**src/rtl/aq_fdsu_special_pkg.sv**
```systemverilog
// Shared encodings, field widths and result types for the FDSU special-case front end.
// Optional bf16 decode is enabled by defining AQ_FDSU_SPECIAL_BF16_EN.
package aq_fdsu_special_pkg;

    localparam logic [1:0] FMT_HALF   = 2'b00;
    localparam logic [1:0] FMT_BF16   = 2'b01;
    localparam logic [1:0] FMT_SINGLE = 2'b10;
    localparam logic [1:0] FMT_DOUBLE = 2'b11;

    localparam int H_EXP_W  = 5;
    localparam int H_MANT_W = 10;
    localparam int B_EXP_W  = 8;
    localparam int B_MANT_W = 7;
    localparam int S_EXP_W  = 8;
    localparam int S_MANT_W = 23;
    localparam int D_EXP_W  = 11;
    localparam int D_MANT_W = 52;

    localparam int QNAN_W = 53;

    // Double-precision canonical qNaN in {sign, quiet, payload} form.
    localparam logic [QNAN_W-1:0] QNAN_CANON = 53'h8000000000000;

    typedef struct packed {
        logic              zero;
        logic              inf;
        logic              qnan;
        logic              nv;
        logic              dz;
        logic              skip;
        logic [QNAN_W-1:0] qnan_f;
    } lane_res_t;

    typedef struct packed {
        logic              sign;
        logic              inf;
        logic              zero;
        logic              norm;
        logic              nan;
        logic              snan;
        logic              qnan;
        logic [QNAN_W-1:0] nan_f;
    } opnd_cls_t;

    // Canonical qNaN low-aligned to the width of the selected format.
    function automatic logic [QNAN_W-1:0] canon_nan(input logic [1:0] fmt);
        case (fmt)
            FMT_HALF:   return 53'd1 << (H_MANT_W - 1);
            FMT_BF16:   return 53'd1 << (B_MANT_W - 1);
            FMT_SINGLE: return 53'd1 << (S_MANT_W - 1);
            default:    return QNAN_CANON;
        endcase
    endfunction

endpackage

```
**src/rtl/aq_fdsu_special_lane.sv**
```systemverilog
// One lane of operand classification, IEEE div/sqrt special rules and NaN selection.
// Fully combinational; bf16 decode exists only when AQ_FDSU_SPECIAL_BF16_EN is defined.
module aq_fdsu_special_lane
    import aq_fdsu_special_pkg::*;
#(
    parameter int XLEN = 64
) (
    input  logic            lane_en_i,
    input  logic            div_i,
    input  logic            sqrt_i,
    input  logic [1:0]      fmt_i,
    input  logic            dqnan_i,
    input  logic [XLEN-1:0] oper0_i,
    input  logic [XLEN-1:0] oper1_i,
    output lane_res_t       res_o
);

    localparam int PW = (XLEN > 64) ? XLEN : 64;

    logic [PW-1:0] op0_w;
    logic [PW-1:0] op1_w;
    opnd_cls_t     c0;
    opnd_cls_t     c1;
    logic          fmt_ok;
    logic          dflt;
    lane_res_t     res;

    assign op0_w = PW'(oper0_i);
    assign op1_w = PW'(oper1_i);

    function automatic logic boxed_above(input logic [PW-1:0] v, input int lo);
        logic r;
        r = 1'b1;
        for (int i = 0; i < PW; i++) begin
            if (i >= lo && i < XLEN) r = r & v[i];
        end
        return r;
    endfunction

    function automatic opnd_cls_t classify(input logic [PW-1:0] op, input logic [1:0] fmt);
        opnd_cls_t         c;
        logic              e_ones;
        logic              e_zero;
        logic              m_zero;
        logic              m_msb;
        logic              boxed;
        logic [QNAN_W-1:0] f;
        c      = '0;
        e_ones = 1'b0;
        e_zero = 1'b0;
        m_zero = 1'b0;
        m_msb  = 1'b0;
        boxed  = 1'b0;
        f      = '0;
        case (fmt)
            FMT_HALF: begin
                c.sign = op[H_EXP_W+H_MANT_W];
                e_ones = &op[H_EXP_W+H_MANT_W-1:H_MANT_W];
                e_zero = ~|op[H_EXP_W+H_MANT_W-1:H_MANT_W];
                m_zero = ~|op[H_MANT_W-1:0];
                m_msb  = op[H_MANT_W-1];
                f      = QNAN_W'({op[H_EXP_W+H_MANT_W], 1'b1, op[H_MANT_W-2:0]});
                boxed  = boxed_above(op, 16);
            end
`ifdef AQ_FDSU_SPECIAL_BF16_EN
            FMT_BF16: begin
                c.sign = op[B_EXP_W+B_MANT_W];
                e_ones = &op[B_EXP_W+B_MANT_W-1:B_MANT_W];
                e_zero = ~|op[B_EXP_W+B_MANT_W-1:B_MANT_W];
                m_zero = ~|op[B_MANT_W-1:0];
                m_msb  = op[B_MANT_W-1];
                f      = QNAN_W'({op[B_EXP_W+B_MANT_W], 1'b1, op[B_MANT_W-2:0]});
                boxed  = boxed_above(op, 16);
            end
`endif
            FMT_SINGLE: begin
                c.sign = op[S_EXP_W+S_MANT_W];
                e_ones = &op[S_EXP_W+S_MANT_W-1:S_MANT_W];
                e_zero = ~|op[S_EXP_W+S_MANT_W-1:S_MANT_W];
                m_zero = ~|op[S_MANT_W-1:0];
                m_msb  = op[S_MANT_W-1];
                f      = QNAN_W'({op[S_EXP_W+S_MANT_W], 1'b1, op[S_MANT_W-2:0]});
                boxed  = boxed_above(op, 32);
            end
            FMT_DOUBLE: begin
                c.sign = op[D_EXP_W+D_MANT_W];
                e_ones = &op[D_EXP_W+D_MANT_W-1:D_MANT_W];
                e_zero = ~|op[D_EXP_W+D_MANT_W-1:D_MANT_W];
                m_zero = ~|op[D_MANT_W-1:0];
                m_msb  = op[D_MANT_W-1];
                f      = QNAN_W'({op[D_EXP_W+D_MANT_W], 1'b1, op[D_MANT_W-2:0]});
                boxed  = 1'b1;
            end
            default: begin
                boxed = 1'b1;
            end
        endcase
        // A badly boxed operand behaves as a quiet NaN that can only yield the canonical value.
        if (!boxed) begin
            c.nan   = 1'b1;
            c.qnan  = 1'b1;
            c.nan_f = canon_nan(fmt);
        end else begin
            c.inf   = e_ones & m_zero;
            c.nan   = e_ones & ~m_zero;
            c.qnan  = e_ones & ~m_zero & m_msb;
            c.snan  = e_ones & ~m_zero & ~m_msb;
            c.zero  = e_zero & m_zero;
            c.norm  = ~(e_ones | (e_zero & m_zero));
            c.nan_f = f;
        end
        return c;
    endfunction

    always_comb begin
        fmt_ok = 1'b0;
        case (fmt_i)
            FMT_HALF:   fmt_ok = 1'b1;
`ifdef AQ_FDSU_SPECIAL_BF16_EN
            FMT_BF16:   fmt_ok = 1'b1;
`endif
            FMT_SINGLE: fmt_ok = 1'b1;
            FMT_DOUBLE: fmt_ok = (XLEN >= 64);
            default:    fmt_ok = 1'b0;
        endcase
    end

    always_comb begin
        c0   = classify(op0_w, fmt_i);
        c1   = classify(op1_w, fmt_i);
        res  = '0;
        dflt = 1'b0;
        if (lane_en_i && fmt_ok && (sqrt_i || div_i)) begin
            if (sqrt_i) begin
                dflt     = c0.sign & (c0.norm | c0.inf);
                res.nv   = c0.snan | dflt;
                res.zero = c0.zero;
                res.inf  = c0.inf & ~c0.sign;
                res.qnan = res.nv | c0.nan;
            end else begin
                dflt     = (c0.zero & c1.zero) | (c0.inf & c1.inf);
                res.nv   = c0.snan | c1.snan | dflt;
                res.dz   = c1.zero & c0.norm;
                res.zero = (c0.zero & c1.norm) | ((c0.zero | c0.norm) & c1.inf);
                res.inf  = (c0.inf & (c1.zero | c1.norm)) | res.dz;
                res.qnan = res.nv | c0.nan | c1.nan;
            end
            res.skip = res.zero | res.inf | res.qnan;
            // Invalid-operation defaults win over payload propagation; sqrt never looks at op1.
            if (res.qnan) begin
                if (dflt || !dqnan_i)          res.qnan_f = canon_nan(fmt_i);
                else if (c0.snan)              res.qnan_f = c0.nan_f;
                else if (div_i && c1.snan)     res.qnan_f = c1.nan_f;
                else if (c0.qnan)              res.qnan_f = c0.nan_f;
                else if (div_i && c1.qnan)     res.qnan_f = c1.nan_f;
                else                           res.qnan_f = canon_nan(fmt_i);
            end
        end
    end

    assign res_o = res;

endmodule

```
**src/rtl/aq_fdsu_special_mlane.sv**
```systemverilog
// Multi-lane FDSU special-case front end: per-lane decode, EX2 register with handshake and sticky flags.
// bf16 support is selected at build time with AQ_FDSU_SPECIAL_BF16_EN.
module aq_fdsu_special_mlane
    import aq_fdsu_special_pkg::*;
#(
    parameter int LANES = 2,
    parameter int XLEN  = 64
) (
    input  logic                    forever_cpuclk,
    input  logic                    cpurst,
    input  logic                    ex1_vld,
    output logic                    ex1_rdy,
    input  logic                    ex1_div,
    input  logic                    ex1_sqrt,
    input  logic [1:0]              ex1_fmt,
    input  logic [LANES-1:0]        ex1_lane_mask,
    input  logic [LANES*XLEN-1:0]   ex1_oper0,
    input  logic [LANES*XLEN-1:0]   ex1_oper1,
    input  logic                    cp0_vpu_xx_dqnan,
    input  logic                    ex1_flush,
    output logic                    ex2_vld,
    input  logic                    ex2_rdy,
    output logic [LANES-1:0]        ex2_srt_skip,
    output logic [LANES-1:0]        ex2_rst_zero,
    output logic [LANES-1:0]        ex2_rst_inf,
    output logic [LANES-1:0]        ex2_rst_qnan,
    output logic [LANES-1:0]        ex2_nv_lane,
    output logic [LANES-1:0]        ex2_dz_lane,
    output logic [LANES*QNAN_W-1:0] ex2_qnan_f,
    output logic                    ex2_nv,
    output logic                    ex2_dz,
    input  logic                    fflags_clr,
    output logic                    fflags_nv_acc,
    output logic                    fflags_dz_acc
);

    lane_res_t lane_res [LANES];
    lane_res_t res_q    [LANES];
    logic      vld_q;
    logic      vld_d;
    logic      nv_acc_q;
    logic      nv_acc_d;
    logic      dz_acc_q;
    logic      dz_acc_d;
    logic      capture;
    logic      retire;

    for (genvar g = 0; g < LANES; g++) begin : g_lane
        aq_fdsu_special_lane #(
            .XLEN(XLEN)
        ) u_lane (
            .lane_en_i (ex1_lane_mask[g]),
            .div_i     (ex1_div),
            .sqrt_i    (ex1_sqrt),
            .fmt_i     (ex1_fmt),
            .dqnan_i   (cp0_vpu_xx_dqnan),
            .oper0_i   (ex1_oper0[g*XLEN +: XLEN]),
            .oper1_i   (ex1_oper1[g*XLEN +: XLEN]),
            .res_o     (lane_res[g])
        );
    end

    assign ex1_rdy = ~vld_q | ex2_rdy;
    assign capture = ex1_vld & ex1_rdy & ~ex1_flush;
    assign retire  = vld_q & ex2_rdy & ~ex1_flush;

    always_comb begin
        vld_d = vld_q;
        if (ex1_flush)     vld_d = 1'b0;
        else if (capture)  vld_d = 1'b1;
        else if (ex2_rdy)  vld_d = 1'b0;
    end

    // A clear in the same cycle as a retire keeps only the retiring op's flags.
    always_comb begin
        nv_acc_d = fflags_clr ? 1'b0 : nv_acc_q;
        dz_acc_d = fflags_clr ? 1'b0 : dz_acc_q;
        if (retire) begin
            nv_acc_d = nv_acc_d | ex2_nv;
            dz_acc_d = dz_acc_d | ex2_dz;
        end
    end

    always_ff @(posedge forever_cpuclk) begin
        if (cpurst) begin
            vld_q    <= 1'b0;
            nv_acc_q <= 1'b0;
            dz_acc_q <= 1'b0;
            for (int i = 0; i < LANES; i++) res_q[i] <= '0;
        end else begin
            vld_q    <= vld_d;
            nv_acc_q <= nv_acc_d;
            dz_acc_q <= dz_acc_d;
            if (capture) begin
                for (int i = 0; i < LANES; i++) res_q[i] <= lane_res[i];
            end
        end
    end

    always_comb begin
        ex2_srt_skip = '0;
        ex2_rst_zero = '0;
        ex2_rst_inf  = '0;
        ex2_rst_qnan = '0;
        ex2_nv_lane  = '0;
        ex2_dz_lane  = '0;
        ex2_qnan_f   = '0;
        for (int i = 0; i < LANES; i++) begin
            ex2_srt_skip[i]              = res_q[i].skip;
            ex2_rst_zero[i]              = res_q[i].zero;
            ex2_rst_inf[i]               = res_q[i].inf;
            ex2_rst_qnan[i]              = res_q[i].qnan;
            ex2_nv_lane[i]               = res_q[i].nv;
            ex2_dz_lane[i]               = res_q[i].dz;
            ex2_qnan_f[i*QNAN_W +: QNAN_W] = res_q[i].qnan_f;
        end
    end

    assign ex2_vld       = vld_q;
    assign ex2_nv        = |ex2_nv_lane;
    assign ex2_dz        = |ex2_dz_lane;
    assign fflags_nv_acc = nv_acc_q;
    assign fflags_dz_acc = dz_acc_q;

endmodule

```
**config.mk**
```make
export PLATFORM = sky130hd
export DESIGN_NAME = aq_fdsu_special_mlane
export DESIGN_NICKNAME = d
export VERILOG_FILES = /design/src/rtl/aq_fdsu_special_pkg.sv /design/src/rtl/aq_fdsu_special_lane.sv /design/src/rtl/aq_fdsu_special_mlane.sv
export SDC_FILE = /design/constraint.sdc
export NUM_CORES = 1
export LEC_CHECK = 0
export ABC_CLOCK_PERIOD_IN_PS = 13520
export CAP_MARGIN = 40
export CELL_PAD_IN_SITES_DETAIL_PLACEMENT = 0
export CELL_PAD_IN_SITES_GLOBAL_PLACEMENT = 1
export CORE_UTILIZATION = 33
export CTS_CLUSTER_SIZE = 24
export DETAILED_ROUTE_END_ITERATION = 8
export GPL_TIMING_DRIVEN = 1
export PLACE_DENSITY_LB_ADDON = 0.1
export SLEW_MARGIN = 20
export SYNTH_ARGS = -nofsm -noshare
export SYNTH_HDL_FRONTEND = slang
export SYNTH_SLANG_ARGS = --single-unit
```
**constraint.sdc**
```tcl
create_clock -name forever_cpuclk -period 13.52 [get_ports forever_cpuclk]
set_clock_uncertainty 0.2 [all_clocks]
set_input_delay 3.38 -clock forever_cpuclk [delete_from_list [all_inputs] [get_ports forever_cpuclk]]
set_output_delay 3.38 -clock forever_cpuclk [all_outputs]
set_load 0.02 [all_outputs]
```
==> results.cfg, run 1 <==
[critical_path]
r2r_cells = 8
critPathArrivalTime_ns = 4.61
crit_cells = 3
path_cells = clkdlybuf4s50_1, nand2b_1, clkdlybuf4s50_1
crit_end = ex1_rdy
endpoint_kind = output port
r2r_setup_slack_ns = 10.85
cpLargestDelayFamily = buffers and inverters
r2r-end = res_q[0][42]$_SDFFCE_PP0P_
slowest_delay_ns = 0.62
critPathBufInv = 2
startpoint = ex2_rdy
crit_fanout = 3
cp.required_ns = 9.94
r2r-start = ex2_vld$_SDFFE_PP0P_
crit_slowest_cell = clkdlybuf4s50_1
critPathKind = input pin to output port
start_kind = input pin
critical_path.most_common_cell = clkdlybuf4s50_1

[routing]
drc = 0
dr.pass1.iters = 5
ant_nets = 0
drt_iter0_drc = 990
avgViaCountPerCell = 6.03
wl_per_cell_um = 23.4
wirelength_um = 37400
vias = 9654

[synthesis]
synthFlopType = edfxtp_1
syn_inst = 893
yosys.area_share.xor_xnor_pct = 0
synth_warnings = 0
yosys_register_bits = 121
synthesis.area_mm2 = 0.00829
synthSimpleGateAreaFrac_pct = 28.8
synth.area.top_cells = edfxtp_1, nand4_1, nand3_1
synth_area_per_cell_um2 = 9.28
synth_common_cells = edfxtp_1, nand2_1, nand3_1, nor2_1, nand4_1
synth_top_family_by_area = simple AND/OR/NAND/NOR gates
async_reset_ff_share_pct = 0
synthMuxAreaShare_pct = 1.39
synth_compound_gate_area_share_pct = 22.0
yosysTopAreaCellShare_pct = 42.8
synth_cell_types = 65
synth_fa_ha_area_share_pct = 0
seq_area_frac_synth_pct = 43.5
yosysTopAreaCell = edfxtp_1
yosys.cell_count.top_type = edfxtp_1
synth_edf_count = 118
synth_nets = 1162

[power_and_ir_drop]
pwr-share-clk_pct = 40.2
internal_power_uw = 821
vdd_drop_max_mv = 0.0632
pwr-share-comb_pct = 22.3
switching_share_pct = 28.6
power.leakage_nw = 4.18
power_frac_seq_pct = 37.6
p_total_mw = 1.15
p_switching_uw = 329
power_density_mw_per_mm2 = 87.6

[grt]
antenna_found_initial = 1
grt_use_total_pct = 28.3
grt_pass1_wl_um = 56000
grt_pass1_vias = 9571
grt.overflow.total = 0
grt_max_degree = 59

[clock_tree]
worstSkewPairLatency_ns = 0.42
post_cts_buffers = 0
cts.repair.resized = 0
clock_path_buffers = 2
root_buffer = clkbuf_16
cts_tree = yes
cts.sinks = 121
h-tree-depth = 4
cts_buffers = 17
cts-hold-fix-buffers = 0
cts.clk_slew.worst_paths_ns = 0.05

[floorplanning]
die_width_um = 160
die_area_mm2 = 0.0258
initial_utilization_pct = 33.9
die_y_um = 160
row_count = 57
core_area_mm2 = 0.0245
ios = 393

[sta]
rsz0062_at_grt = no
finalSetupViolations = 0
setup_tns_ns = 0
fin_hold_ws_ns = 0.273
tightest_slew_ns = 0.842
finalCritPeriodShare_pct = 60.6
relSlewSlack_pct = 43.1
period_needed_ns = 8.19
setup_slack_ns = 5.33
slew_violations = 0
fmax_mhz = 122
finalHoldViolCount = 0

[cells_and_area]
register_area_mm2 = 0.00360
drive_gt1_share_pct = 8.54
multi_input_area_mm2 = 0.00436
nNetsFinal = 1533
fill_cells = 2270
area_delta_synth_final_pct = 58.4

[place]
place.gp.congestion = 0.912
dp_hpwl_um = 28100
dpl_worst_slack_ns = 5.33
io_buffers = 392

[outcome]
status = finished clean

[flow_run]
max-cap-violations = 0

[min_path]
hold_path.class = flip-flop to flip-flop
## flip-flops by register name, indices dropped and copies added (netlist names)
name	cells
ex2_vld	1
fflags_dz_acc	1
fflags_nv_acc	1
res_q	118
## power groups by stage
stage / registers, mW / clock network (mW) / logic (mW)
2_1_floorplan: 0.463 / 0 / 0.0682
3_3_place_gp: 0.440 / 0 / 0.251
3_5_place_dp: 0.440 / 0 / 0.252
4_1_cts: 0.432 / 0.465 / 0.253
5_1_grt: 0.434 / 0.477 / 0.270
6_report: 0.432 / 0.462 / 0.256
## layout make-up
cell class	instances	share of cell area, %
tap	324	3.09
clock buffer	17	3.24
timing repair buffer	413	31.3
inverter	18	0.515
multi-input combinational	693	33.2
clock inverter	14	1.15
antenna	1	0.0191
sequential	121	27.4
## how the worst min path moves through the flow
stage                              from                  endpoint  depth (start not counted)
3_5_place_dp   fflags_nv_acc$_SDFF_PP0_  fflags_nv_acc$_SDFF_PP0_                          2
4_1_cts        fflags_nv_acc$_SDFF_PP0_  fflags_nv_acc$_SDFF_PP0_                          2
6_report       fflags_nv_acc$_SDFF_PP0_  fflags_nv_acc$_SDFF_PP0_                          2
3_3_place_gp   fflags_dz_acc$_SDFF_PP0_  fflags_dz_acc$_SDFF_PP0_                          2
2_1_floorplan  fflags_dz_acc$_SDFF_PP0_  fflags_dz_acc$_SDFF_PP0_                          2
5_1_grt        fflags_nv_acc$_SDFF_PP0_  fflags_nv_acc$_SDFF_PP0_                          2
## per-stage QoR
stage | utilization [%] | area [um^2] | std cells
finish | 53.7 | 13100 | 1601
global route | 53.7 | 13100 | 1601
global placement | 51.0 | 12500 | 1563
detailed placement | 51.2 | 12500 | 1567
floorplan | - | 8290 | 893
CTS | 53.5 | 13100 | 1598
## worst register-to-register path, delay by kind of cell (launching register included)
family                 cells  cell delay [ns]
AO/OA/AOI/OAI              2             0.57
buffers and inverters      1             0.35
flip-flops                 1             0.33
AND/OR/NAND/NOR            5             1.06
## placed cells by master (no fill, tap or decap), drive strengths merged, types with 4 or more instances in the layout
master,synthesis,routed
a211o,4,4
a211oi,66,66
a21oi,23,23
a22oi,22,22
a31oi,12,12
a32oi,21,21
a41oi,6,6
and2,5,5
and3,4,4
buf,22,22
clkbuf,39,17
clkdlybuf4s50,0,391
clkinv,1,6
clkinvlp,0,5
edfxtp,118,118
inv,17,19
mux2,4,4
mux2i,7,7
nand2,86,86
nand2b,9,9
nand3,86,86
nand4,71,71
nor2,79,79
nor3,32,32
nor4,66,66
o211a,4,4
o211ai,4,4
o21ai,13,13
o22ai,4,4
o31ai,6,6
o41ai,6,6
or2,6,6
## metal layers
| metal | vias to the layer above | track usage [%] | part of all wire [%] |
|---|---|---|---|
| met5 | - | 0 | 0 |
| met1 | 4582 | 34.5 | 40 |
| met3 | 94 | 6.25 | 8.1 |
| met4 | 0 | 11.8 | 3.7 |
| met2 | 583 | 48.2 | 49 |
| li1 | 4395 | - | - |
## cells by family (layout without fill, tap and decap cells)
logic type      after synthesis  count (layout)
flops                       121             121
simple gates                460             460
buf+inv                      79             462
mux                          11              11
other cells                   0               1
compound gates              222             222
No activity file was read; power rests on OpenSTA's default activity.
==> inputs of run 2 (changes only) <==
- ABC_CLOCK_PERIOD_IN_PS: 13520 -> 7100
- CORE_UTILIZATION: 33 -> 27
- clock period: 13.52 -> 7.1 ns (I/O delays scaled with it)
==> run 2 against run 1 <==
Sequential cell count unchanged. Via count decreased by 1.7%. Cell area increased by 0.83%. Core utilization decreased by 9.5 points. Total power increased by 92%. Combinational power increased by 91%. Global-route usage decreased by 3.3 points. Sequential share of layout area decreased by 0.23 points. Sequential power increased by 91%. Final cell count increased by 4.4%. Critical endpoint is now res_q[0][17]$_SDFFCE_PP0P_. Highest routed layer is now met5.
==> results.cfg, run 2 (synthesized netlist as in run 1, its figures left out) <==
[clock_tree]
clock_path_buffers = 2
cts.clk_slew.worst_paths_ns = 0.06
cts-hold-fix-buffers = 0
cts.sinks = 121
h-tree-depth = 4
cts_buffers = 17
worstSkewPairLatency_ns = 0.42
post_cts_buffers = 0
root_buffer = clkbuf_16
cts.repair.resized = 0
cts_tree = yes

[sta]
slew_violations = 0
period_needed_ns = 5.82
finalCritPeriodShare_pct = 81.9
fmax_mhz = 172
setup_tns_ns = 0
fin_hold_ws_ns = 0.273
finalHoldViolCount = 0
finalSetupViolations = 0
relSlewSlack_pct = 40.7
tightest_slew_ns = 0.881
rsz0062_at_grt = no

[floorplanning]
die_width_um = 177
initial_utilization_pct = 27.7
die_y_um = 177
ios = 393
row_count = 63
core_area_mm2 = 0.0300
die_area_mm2 = 0.0314

[cells_and_area]
antennaDiodeCount = 0
final_util_pct = 44.2
top_register = res_q
final_common_cell = clkdlybuf4s50_1
nNetsFinal = 1538
drive_gt1_share_pct = 8.90
area_delta_synth_final_pct = 59.7
finalNonFillerCells = 1671
final_cell_mix = clkdlybuf4s50_1, edfxtp_1, nand3_1
largest_reg_flops = 118

[min_path]
hold_path.startpoint = fflags_dz_acc$_SDFF_PP0_
whs_path_depth = 2
holdPathEnd = fflags_dz_acc$_SDFF_PP0_
hold_path.class = flip-flop to flip-flop

[power_and_ir_drop]
power_density_mw_per_mm2 = 167
power.leakage_nw = 4.20
vdd_drop_max_mv = 0.130

[place]
io_buffers = 392
place.gp.congestion = 0.867
dp_hpwl_um = 31000
post-place-cells = 1637

[routing]
vias = 9487
drt_iter0_drc = 775
avgViaCountPerCell = 5.68
drc = 0
wirelength_um = 40000
wl_per_cell_um = 24.0
dr.pass1.iters = 5
ant_nets = 0

[grt]
grt.overflow.total = 0
antenna_found_initial = 4
grt_max_degree = 119
grt_use_total_pct = 25.0
grt_pass1_vias = 9341
grt_pass1_wl_um = 58100

[critical_path]
start_kind = input pin
crit_slowest_cell = nor4_1
cp.required_ns = 7.07
critPathKind = input pin to flip-flop
r2r-start = ex2_vld$_SDFFE_PP0P_
r2r-end = res_q[0][31]$_SDFFCE_PP0P_
critPathArrivalTime_ns = 5.79
crit_fanout = 20
slowest_delay_ns = 0.80
r2r_cells = 8
path_cells = clkdlybuf4s50_1, nand4_1, nor4_1, a41oi_1, or3_1, a211o_1, nand3_1, nand2b_2, buf_4, nor2_1
r2r_setup_slack_ns = 4.39
endpoint_kind = flip-flop

[flow_run]
max-cap-violations = 0

[outcome]
status = finished clean
[run 2: cell count changes in the layout (fill, tap and decap cells not counted), sizes merged]
cell    previous run  this run
buf               22        27
diode              1         0
inv               19        20
clkinv             6         5
[run 2: final cells by class]
cell class / count / area, um^2
inverters: 18 / 67.6
well taps: 390 / 488
fillers: 2914 / 16700
clock buffers: 17 / 425
multi-input cells: 693 / 4360
repair buffers: 418 / 4140
flip-flops and latches: 121 / 3600
clock inverters: 14 / 150
[run 2: layer usage]
layer / share of wire (%) / global-route usage, % / wire [um] / up-vias
met5: 0.055 / 0 / 22 / -
met4: 1.7 / 5.75 / 667 / 4
met3: 9.1 / 6.98 / 3620 / 48
met2: 45 / 38.8 / 18000 / 466
met1: 44 / 34.2 / 17700 / 4572
li1: - / - / - / 4397
[run 2: critical path, delay by kind of cell]
family,cells,cell delay (ns)
AND/OR/NAND/NOR,6,2.26
buffers and inverters,2,0.88
AO/OA/AOI/OAI,2,0.87
[run 2: worst max path at each step]
stage,startpoint,endpoint,slack (ns),cells past startpoint
3_5_place_dp,ex1_fmt[1],res_q[0][49]$_SDFFCE_PP0P_,0.86,11
5_1_grt,ex1_fmt[1],res_q[0][14]$_SDFFCE_PP0P_,0.89,11
6_report,ex1_oper0[34],res_q[0][17]$_SDFFCE_PP0P_,1.28,10
2_1_floorplan,ex2_rdy,res_q[0][0]$_SDFFCE_PP0P_,1.54,3
4_1_cts,ex1_fmt[1],res_q[0][31]$_SDFFCE_PP0P_,1.29,11
3_3_place_gp,ex1_fmt[1],res_q[0][28]$_SDFFCE_PP0P_,0.91,11
[run 2: metrics by stage]
| step | setup slack [ns] | total power [mW] | area [um^2] |
|---|---|---|---|
| 2_1_floorplan | 1.54 | 1.01 | 8290 |
| 3_3_place_gp | 0.910 | 1.33 | 12600 |
| 3_5_place_dp | 0.857 | 1.32 | 12600 |
| 4_1_cts | 1.29 | 2.22 | 13200 |
| 5_1_grt | 0.892 | 2.28 | 13200 |
| 6_report | 1.28 | 2.21 | 13200 |
[run 2: power by group]
group,leakage (nW),switching (mW),internal [mW],total (mW)
Clock,0.266,0.380,0.517,0.897
Combinational,2.62,0.256,0.233,0.490
Sequential,1.31,0.00969,0.813,0.823
==> inputs of run 3 (changes only) <==
- ABC_CLOCK_PERIOD_IN_PS: 7100 -> 5500
- CORE_UTILIZATION: 27 -> 30
- clock period: 7.1 -> 5.5 ns (I/O delays scaled with it)
==> run 3 against run 2 <==
Core utilization is 5.2 points higher. Register-to-register slack got worse by 1.3 ns. Hold slack lost 0.0034 ns. Global-route usage is 1.9 points higher. Sequential power increased by 29%. Die area fell by 9.9%. Wire length shrank 2.9%. Count of clock-buffer cells in the layout up 3. Non-clock buffer count up 19. Via count grew 1.9%. Critical endpoint is now res_q[0][108]$_SDFFCE_PP0P_. Highest routed layer is now met4.
==> results.cfg, run 3 (synthesized netlist as in run 1, its figures left out) <==
[grt]
antenna_found_initial = 2
grt.overflow.total = 0
grt_use_total_pct = 26.9
grt_max_degree = 76
grt_pass1_vias = 9490
grt_pass1_wl_um = 57200

[routing]
vias = 9666
wl_per_cell_um = 23.7
drc = 0
ant_nets = 0
drt_iter0_drc = 829
dr.pass1.iters = 6
avgViaCountPerCell = 5.88
wirelength_um = 38900

[floorplanning]
die_width_um = 168
die_area_mm2 = 0.0283
core_area_mm2 = 0.0270
die_y_um = 168
ios = 393
row_count = 60
initial_utilization_pct = 30.7

[clock_tree]
post_cts_buffers = 0
cts_buffers = 17
worstSkewPairLatency_ns = 0.43
cts_tree = yes
root_buffer = clkbuf_16
cts.clk_slew.worst_paths_ns = 0.06
cts.repair.resized = 0
cts.sinks = 121
cts-hold-fix-buffers = 0
h-tree-depth = 4
clock_path_buffers = 2

[power_and_ir_drop]
pwr-share-clk_pct = 39.7
p_switching_uw = 807
vdd_drop_max_mv = 0.145
power_frac_seq_pct = 37.5
power.leakage_nw = 4.30
switching_share_pct = 28.5
internal_power_mw = 2.02
p_total_mw = 2.83
pwr-share-comb_pct = 22.7
power_density_mw_per_mm2 = 212

[cells_and_area]
largest_reg_flops = 118
finalNonFillerCells = 1643
final_common_cell = clkdlybuf4s50_1
final_util_pct = 49.4
area_delta_synth_final_pct = 61.0
final_cell_mix = clkdlybuf4s50_1, edfxtp_1, nand3_1
final_area_mm2 = 0.0133
top_register = res_q
nNetsFinal = 1557
drive_gt1_share_pct = 10.0

[sta]
setup_tns_ns = 0
period_needed_ns = 4.90
tightest_slew_ns = 0.845
finalCritPeriodShare_pct = 89.1
rsz0062_at_grt = no
fmax_mhz = 204
finalSetupViolations = 0
finalHoldViolCount = 0
slew_violations = 0
fin_hold_ws_ns = 0.270
setup_slack_ns = 0.601
relSlewSlack_pct = 43.1

[outcome]
status = finished clean

[critical_path]
endpoint_kind = flip-flop
critPathBufInv = 2
r2r_setup_slack_ns = 3.10
crit_end = res_q[0][108]$_SDFFCE_PP0P_
crit_slowest_cell = nor4_1
r2r-start = ex2_vld$_SDFFE_PP0P_
crit_cells = 10
slowest_delay_ns = 0.75
r2r-end = res_q[0][86]$_SDFFCE_PP0P_
cpLargestDelayFamily = simple AND/OR/NAND/NOR gates
path_cells = clkdlybuf4s50_1, nor4_1, nand4_1, o32ai_1, nand2_1, o32a_1, o311ai_2, nand3b_1, buf_12, a211oi_1
cp.required_ns = 5.47
critPathKind = input pin to flip-flop
start_kind = input pin
r2r_cells = 8
startpoint = ex1_oper0[102]
critPathArrivalTime_ns = 4.87
crit_fanout = 48

[flow_run]
max-cap-violations = 0

[place]
post-place-cells = 1609
io_buffers = 392
dp_hpwl_um = 30200
place.gp.congestion = 0.916
placed_cell_area_mm2 = 0.0128
dpl_worst_slack_ns = 0.216

[min_path]
hold_path.startpoint = fflags_nv_acc$_SDFF_PP0_
hold_path.class = flip-flop to flip-flop
-- run 3: worst reg2reg max path: stages (launching register included) --
cell	delay [ns]
dfxtp_1	0.32
nand2b_1	0.12
nand3b_1	0.16
nor3_1	0.30
nand2_1	0.23
a21oi_1	0.22
nand3b_1	0.18
buf_12	0.23
a211oi_1	0.27
-- run 3: per-layer routing --
layer / vias to the layer above / share of wire [%] / wire, um / global-route usage [%]
met3: 61 / 9.8 / 3800 / 7.40
met5: - / 0 / 0 / 0
met1: 4613 / 42 / 16300 / 35.4
met2: 551 / 46 / 17800 / 42.2
li1: 4441 / - / - / -
met4: 0 / 2.4 / 920 / 9.41
-- run 3: how the worst min path moves through the flow --
stage                               endpoint  cells after the start
global route        fflags_nv_acc$_SDFF_PP0_                      2
CTS                 fflags_nv_acc$_SDFF_PP0_                      2
detailed placement  fflags_nv_acc$_SDFF_PP0_                      2
finish              fflags_nv_acc$_SDFF_PP0_                      2
floorplan           fflags_dz_acc$_SDFF_PP0_                      2
global placement    fflags_nv_acc$_SDFF_PP0_                      2
-- run 3: power by group through the flow --
stage          Clock (mW)  Combinational (mW)  Sequential (mW)
2_1_floorplan           0               0.168             1.14
3_3_place_gp            0               0.638             1.08
3_5_place_dp            0               0.633             1.08
4_1_cts              1.14               0.637             1.06
5_1_grt              1.17               0.677             1.07
6_report             1.12               0.643             1.06
-- run 3: final cells by class --
class                   instances  area [um^2]
repair buffers                437         4320
clock inverters                11          125
fillers                      2556        13700
multi-input cells             693         4360
clock buffers                  20          437
flip-flops and latches        121         3600
inverters                      18         67.6
well taps                     341          427
diodes                          2         5.00
==> RTL edit (settings of run 1) <==
`H_EXP_W`: 5 -> 10.
--- a/src/rtl/aq_fdsu_special_pkg.sv
+++ b/src/rtl/aq_fdsu_special_pkg.sv
@@ -7,7 +7,7 @@
     localparam logic [1:0] FMT_SINGLE = 2'b10;
     localparam logic [1:0] FMT_DOUBLE = 2'b11;
 
-    localparam int H_EXP_W  = 5;
+    localparam int H_EXP_W  = 10;
     localparam int H_MANT_W = 10;
     localparam int B_EXP_W  = 8;
     localparam int B_MANT_W = 7;
Check against the original RTL: not settled (the Yosys comparison gave no result); the edit may change what the design does.
==> RTL edit against run 1 <==
  * Sequential cell count unchanged
  * Combinational power fell by 2%
  * Core utilization increased by 0.68 points
  * Count of clock-buffer cells in the layout rose by 1
  * Total power increased by 1.3%
  * Global-route usage is 0.94 points lower
  * Non-clock buffer count shrank 6
  * Worst setup slack got worse by 7.0 ps
  * Die area is 4.9% lower
  * Design area decreased by 2.8%
  * Wire length down 9.7%
  * Via count decreased by 7.7%
  * Synthesized area shrank 5.0%
  * Critical endpoint unchanged
==> RTL edit: results (changes against run 1) <==
[outcome]
status = completed

[detailed_routing]
num_vias = 8909  ; -7.7%
wl_met2_mm = 15.88  ; -13%
dr.pass1.iters = 5  ; unchanged
wl_met1_mm = 14.35  ; -3.3%
dr.max_layer_used = met5
drt_iter0_markers = 685  ; -31%
wl_per_cell_um = 21.34  ; -8.6%
route.met3.wl_mm = 2.920  ; -3.6%

[power]
power.internal_mw = 0.8563  ; +4.2%
leakagePower_nw = 4.289  ; +2.6%
ir_worst_vdd_uv = 59.34  ; -6.1%
pg_comb_mw = 0.250  ; -2%
pwr-share-seq = 0.371  ; -0.005

[global_routing]
grt_pass1_vias = 8730  ; -8.8%
antenna_found_initial = 1  ; unchanged
grt_usage = 0.2741  ; -0.009444
grt_max_degree = 61  ; +3.4%
gr-total-overflow = 0  ; unchanged
grt_pass1_wl_mm = 50.28  ; -10%

[logic_synthesis]
synthTopCellsByArea = edfxtp_1 45%, nand3_1 5.3%, a21oi_1 5.0%
ys_async_sr_fraction = 0  ; unchanged
yosysWarningCount = 0  ; unchanged
synth_edf_count = 118  ; unchanged
yosys.area.top_type = edfxtp_1
synth_common_cells = 118 x edfxtp_1, 96 x nand2_1, 96 x nor2_1
synth_seq_area_share = 0.4574  ; +0.02265
ys_types = 74  ; +14%
syn_nets = 1143  ; -1.6%

[setup_path]
path_max_fanout = 3  ; unchanged
rr_worst_depth = 7  ; -1
rr_endpoint = res_q[0][24]$_SDFFCE_PP0P_
rrSetupSlack_ps = 10660  ; -190 ps
arrival_ps = 4620  ; about the same

[finish]
final_nets = 1519  ; -0.91%
antenna_cells = 0  ; -1
fillers = 2162  ; -4.8%
layout-drive-gt1-share = 0.06176  ; -0.02367
largest_reg_flops = 118  ; unchanged
largest-register = res_q

[worst_hold_path]
hold_depth = 2  ; unchanged
hp-class = flip-flop to flip-flop

[clock_network]
clock_latency_ps = 410
cts_setup_buffers = 0  ; unchanged
cts_buffers = 17  ; unchanged
clockRootBuffer = clkbuf_16

[placement]
gp_congestion = 0.9006  ; -1.2%
dpl_worst_slack_ps = 5333  ; -0.3800 ps
hpwl_mm = 26.28  ; -6.4%

[sta]
whs_ps = 270.4  ; -2.824 ps
max_slew_margin = 0.4562  ; +0.02475

==> RTL edit: cell type report <==
cell class / count / share of cell area
Inverter: 11 / 0.003237
Clock inverter: 14 / 0.01412
Tap cell: 319 / 0.03129
Timing Repair Buffer: 407 / 0.3229
Clock buffer: 18 / 0.03364
Multi-Input combinational cell: 692 / 0.3124
Sequential cell: 121 / 0.2825
==> RTL edit: worst max path at each step <==
stage	startpoint	slack, ps	to
2_1_floorplan	ex2_rdy	6320	ex1_rdy
3_3_place_gp	ex2_rdy	5330	ex1_rdy
3_5_place_dp	ex2_rdy	5330	ex1_rdy
4_1_cts	ex2_rdy	5330	ex1_rdy
5_1_grt	ex2_rdy	5300	ex1_rdy
6_report	ex2_rdy	5320	ex1_rdy
==> RTL edit: kinds of logic (layout without fill, tap and decap cells) <==
logic type,count (synthesis),after routing,synth area share
buffers and inverters,61,450,0.04018
AND/OR/NAND/NOR,474,474,0.3126
multiplexers,12,12,0.01604
AO/OA/AOI/OAI,206,206,0.1738
flip-flops,121,121,0.4574
==> RTL edit: per-stage QoR <==
stage	cells	power, mW	instance area, sq um
2_1_floorplan	874	0.5306	7878
3_3_place_gp	1543	0.6839	12010
3_5_place_dp	1547	0.6861	12070
4_1_cts	1579	1.167	12680
5_1_grt	1582	1.199	12760
6_report	1582	1.165	12760
==> RTL edit: per-layer routing <==
| metal | vias up | GRT usage |
|---|---|---|
| met4 | 2 | 0.07796 |
| li1 | 4208 | - |
| met2 | 471 | 0.4528 |
| met5 | - | 0 |
| met3 | 43 | 0.05926 |
| met1 | 4185 | 0.3590 |
==> RTL edit: worst max-delay path, stage by stage <==
cell             delay, ps
clkdlybuf4s50_1        470
nand2b_1               160
clkdlybuf4s50_1        620
